==> src/rtl/even_odd_merge_sort4.sv <==
// Four-operand unsigned sort stage built on Batcher's odd-even merge network.
// Inputs are registered, sorted combinationally, and the results registered: 2-cycle latency, 1 set/cycle.

module even_odd_ce #(
    parameter int W = 8
) (
    input  logic [W-1:0] x,
    input  logic [W-1:0] y,
    output logic [W-1:0] lo,
    output logic [W-1:0] hi
);
    logic swap;

    // Equal operands do not swap; their order is irrelevant downstream.
    assign swap = (x > y);
    assign lo   = swap ? y : x;
    assign hi   = swap ? x : y;
endmodule

module even_odd_merge_sort4 #(
    parameter int DATA_WIDTH = 8
) (
    input  logic                  clk,
    input  logic                  rst,
    input  logic [DATA_WIDTH-1:0] A,
    input  logic [DATA_WIDTH-1:0] B,
    input  logic [DATA_WIDTH-1:0] C,
    input  logic [DATA_WIDTH-1:0] D,
    output logic [DATA_WIDTH-1:0] max,
    output logic [DATA_WIDTH-1:0] second_max,
    output logic [DATA_WIDTH-1:0] second_min,
    output logic [DATA_WIDTH-1:0] min
);
    localparam int NUM_OPS = 4;
    localparam int HALF    = NUM_OPS / 2;

    logic [NUM_OPS-1:0][DATA_WIDTH-1:0] in_q;
    logic [HALF-1:0][DATA_WIDTH-1:0]    l1_lo, l1_hi;
    logic [DATA_WIDTH-1:0]              l2_min, l2_m0, l2_m1, l2_max;
    logic [DATA_WIDTH-1:0]              l3_lo, l3_hi;

    // Stage 0: operand registers.
    always_ff @(posedge clk or posedge rst) begin
        if (rst) begin
            in_q <= '0;
        end else begin
            in_q[0] <= A;
            in_q[1] <= B;
            in_q[2] <= C;
            in_q[3] <= D;
        end
    end

    // Level 1: sort each pair (A,B) and (C,D).
    genvar i;
    generate
        for (i = 0; i < HALF; i++) begin : g_l1
            even_odd_ce #(.W(DATA_WIDTH)) u_ce (
                .x  (in_q[2*i]),
                .y  (in_q[2*i+1]),
                .lo (l1_lo[i]),
                .hi (l1_hi[i])
            );
        end
    endgenerate

    // Level 2: merge the sorted pairs; extremes are final after this level.
    even_odd_ce #(.W(DATA_WIDTH)) u_ce_lo (
        .x  (l1_lo[0]),
        .y  (l1_lo[1]),
        .lo (l2_min),
        .hi (l2_m0)
    );

    even_odd_ce #(.W(DATA_WIDTH)) u_ce_hi (
        .x  (l1_hi[0]),
        .y  (l1_hi[1]),
        .lo (l2_m1),
        .hi (l2_max)
    );

    // Level 3: the two middle candidates may still be out of order.
    even_odd_ce #(.W(DATA_WIDTH)) u_ce_mid (
        .x  (l2_m0),
        .y  (l2_m1),
        .lo (l3_lo),
        .hi (l3_hi)
    );

    // Stage 2: result registers.
    always_ff @(posedge clk or posedge rst) begin
        if (rst) begin
            max        <= '0;
            second_max <= '0;
            second_min <= '0;
            min        <= '0;
        end else begin
            max        <= l2_max;
            second_max <= l3_hi;
            second_min <= l3_lo;
            min        <= l2_min;
        end
    end
endmodule

==> config.mk <==
export PLATFORM = sky130hd
export DESIGN_NAME = even_odd_merge_sort4
export DESIGN_NICKNAME = d
export VERILOG_FILES = /design/src/rtl/even_odd_merge_sort4.sv
export SDC_FILE = /design/constraint.sdc
export NUM_CORES = 1
export LEC_CHECK = 0
export ABC_AREA = 1
export BUFFER_PORTS_ARGS = -buffer_cell sky130_fd_sc_hd__buf_4
export CORE_MARGIN = 3
export CORE_UTILIZATION = 55
export CTS_BUF_LIST = sky130_fd_sc_hd__clkbuf_8
export DETAILED_ROUTE_END_ITERATION = 7
export PLACE_DENSITY = 0.87
export SLEW_MARGIN = 5
export SYNTH_ARGS = -nofsm -noshare
export SYNTH_HDL_FRONTEND = slang
export SYNTH_SLANG_ARGS = --single-unit
export TNS_END_PERCENT = 1
==> constraint.sdc <==
create_clock -name clk -period 10.8 [get_ports clk]
set_input_delay 1.62 -clock clk [delete_from_list [all_inputs] [get_ports clk]]
set_output_delay 1.62 -clock clk [all_outputs]
set_load 0.01 [all_outputs]
==> results by group <==
Status
  – Status: completed

Route
  – Detailed Routing Iterations Pass 1: 5
  – Antenna-violating nets left: 0
  – DRC violation count after routing: 0
  – Initial detailed-routing violation count: ~210
  – Via count: between 3000 and 4000
  – DR WL/cell: about 14 um
  – DR vias/cell: between 5 and 6
  – DRT Wirelength: 8.67 mm

Power
  – Leakage power: roughly 2.5 nW
  – Pwr per Cell Area: 220 mW/mm^2
  – Peak supply drop: 91.1 uV

Die
  – Die height: 89.0 um
  – Core Rows: 29
  – Core Box Area: 0.00649 sq mm
  – Ports: 66
  – Initial Util: 0.584
  – Total Die Area: 0.00792 sq mm
  – Die X: a little under 90 um

Critical path
  – CP peak stage delay: roughly 620 ps
  – CP dominant cell by count: nand2_1
  – FF-to-FF End: second_min[5]
  – Critical path buffers and inverters: 3
  – Startpoint types: register
  – CP Class: register to register
  – FF-to-FF setup slack: between 5000 and 6000 ps
  – CP Max Fanout: 30
  – Reg2Reg Depth: 27
  – Required @ worst endpoint: 11080 ps
  – Crit-path leading delay family: simple AND/OR/NAND/NOR gates
  – Slowest stage cell, crit path: o21ai_0
  – Kind of end point of the critical path: register
  – R2r startpoint: in_q[15]
  – Crit path DAT: about 5500 ps
  – Worst setup path start: in_q[15]

Clocking
  – Post-CTS sizing: 0
  – Longest Clk Path Bufs: 2
  – CTS hold repair buffers: 0
  – Postcts setup bufs: 0
  – H-tree depth: 3
  – CTS tree: done
  – Clk root buf: clkbuf_8
  – Worst-Skew Late Latency: 350 ps
  – Reg clk slew, reported paths: roughly 70 ps
  – CTS Sinks: 64
  – Total CTS buffers: 9

Logic synthesis
  – Average size of a mapped cell: 8.10 sq um
  – Syn Nets: roughly 540
  – EDFF count, synth: 0
  – Synth Area in Compound Gates: 0.0924
  – Mapped Cells: 468
  – Main combinational cell family by area after synthesis: simple AND/OR/NAND/NOR gates
  – Primary FF master, synth: dfrtp_1
  – YS warnings: 0
  – Post-Synth Simple-Gate Area: 0.266
  – Post-synthesis sequential area ratio: 0.423
  – Synth async-reset ratio: 1.00
  – Post-synth cell types: 25
  – Synthesized flop and latch total: between 60 and 70
  – Synth Area in Adders: 0.122
  – Mux cell area share after synthesis: 0
  – XOR/XNOR share of the synthesized area: 0
  – Post-Syn Area: 0.00379 sq mm

STA
  – Fmax achieved: 0.193 GHz
  – Period utilization: 0.479
  – RSZ-0062 raised after global routing: false
  – Setup Total Neg Slack: 0 ps
  – Final Critical Period: 5170 ps
  – # setup viols final: 0
  – Slew Limit Fails: 0
  – Worst Tran Pin Value: around 760 ps
  – Final hold violations: 0
  – Clk_skew: 9.21 ps
  – Max-slew headroom: 0.493

Run
  – Maxcap violations: 0

GRT
  – Largest net degree at the start of global routing: 65
  – First-pass GRT wire length: 14.8 mm
  – Number of global-route vias before repair: 3343
  – Global route overflow: 0
  – Initial antenna violation count: 0
  – Gr usage total: 0.247

Final layout
  – Most frequent cells in the layout: nand2_1 (119), inv_1 (72), buf_4 (67), dfrtp_1 (64), nand3_1 (49)
  – Share of layout cells above drive strength 1: 0.214
  – NumNets Final: 604
  – Filler cell count: 514
  – Commonest non-fill, non-tap cell in the layout: nand2_1
  – Area of the multi-input gates: 0.00182 sq mm
  – Antenna diodes: 0
  – Total area of sequential cells: 0.00160 sq mm
  – P&R area growth vs syn: 18.7%
  – Final instance area: 0.00450 sq mm

Placement
  – Input/output buffers: 65
  – Routability cong.: 0.950
  – Final HPWL DP: slightly below 7 mm
  – DP Area: roughly 0.0043 sq mm

Hold path
  – HP Start: in_q[17]
  – Min-Delay Path Depth: 4
  – HP Class: register to register
  – Min-Delay Endpoint: max[1]
-- kinds of logic (layout without fill, tap and decap cells) --
logic type	after synthesis	count (layout)
AOI/OAI and AO/OA	64	64
adders and majority gates	37	37
buffers and inverters	86	156
DFF	64	64
and+or+nand+nor	217	217
-- synthesized netlist by cell type, types with 2 or more instances --
master	number	area share
a211oi_1	3	0.0059
a21o_1	2	0.0040
a21oi_1	12	0.016
and2_1	8	0.013
buf_6	5	0.015
clkbuf_1	6	0.0059
dfrtp_1	64	0.42
ha_1	37	0.12
inv_1	71	0.070
inv_2	2	0.0020
nand2_1	119	0.12
nand2_2	18	0.030
nand2_4	2	0.0059
nand3_1	49	0.065
nand4_2	3	0.0099
nor2_1	13	0.013
nor2_2	4	0.0066
o21ai_0	36	0.048
o21ai_1	6	0.0079
o21ai_2	3	0.0069
-- worst register-to-register path, cell delays in order (launching register included) --
cell and delay [ps]:
dfrtp_1 370, inv_1 60, ha_1 300, nand2_1 90, nor2_2 160, nand2_1 80
nand2_2 90, nand2_2 270, o21ai_0 620, inv_1 100, ha_1 310, nand2_1 60
nor2_2 140, nand2_1 70, nand2_1 60, nand2_1 60, nand2_2 200, nand2_2 320
nand2_2 190, nand2_1 80, ha_1 300, a21oi_1 170, nor2_1 50, a211oi_1 170
a32oi_1 100, inv_1 400, nand3_1 200, nand2_1 100
-- stage by stage --
step	utilization	cells	total power, W	setup WS (ps)	hold slack, ps
floorplan	-	468	0.000629	6210	604
global placement	0.662	599	0.000771	5940	667
detailed placement	0.662	599	0.000787	5760	700
CTS	0.692	615	0.000993	5710	717
global route	0.692	615	0.00107	5140	780
finish	0.692	615	0.000989	5630	706
-- metal layers --
layer  GRT usage  part of all wire
met1       0.289              0.40
met2       0.416              0.48
met3      0.0516             0.068
met4       0.152             0.053
met5           0                 0
-- power by group --
part | switching (W) | internal, W | leakage, nW
Combinational | 0.000282 | 0.000185 | 1.63
Clock | 0.0000868 | 0.000117 | 0.112
Sequential | 0.0000186 | 0.000300 | 0.752
-- layout make-up --
class,instances,area share
repair buffers,67,0.112
multi-input cells,318,0.405
clock inverters,5,0.0106
well taps,77,0.0214
flip-flops and latches,64,0.356
clock buffers,11,0.0337
inverters,73,0.0609
-- sequential cells by signal, summed over array words and instances, names as in the netlist --
register and flops:
second_max 8, max 8, in_q 32, second_min 8
min 8
-- worst max path at each step --
stage,end,slack (ps),cells past startpoint
after floorplan,second_max[6],6210,29
after global placement,second_min[5],5940,27
after detailed placement,second_min[5],5760,27
after CTS,second_min[5],5710,27
after global routing,second_max[2],5140,27
final,second_min[5],5630,27
No activity file was read; power rests on OpenSTA's default activity.
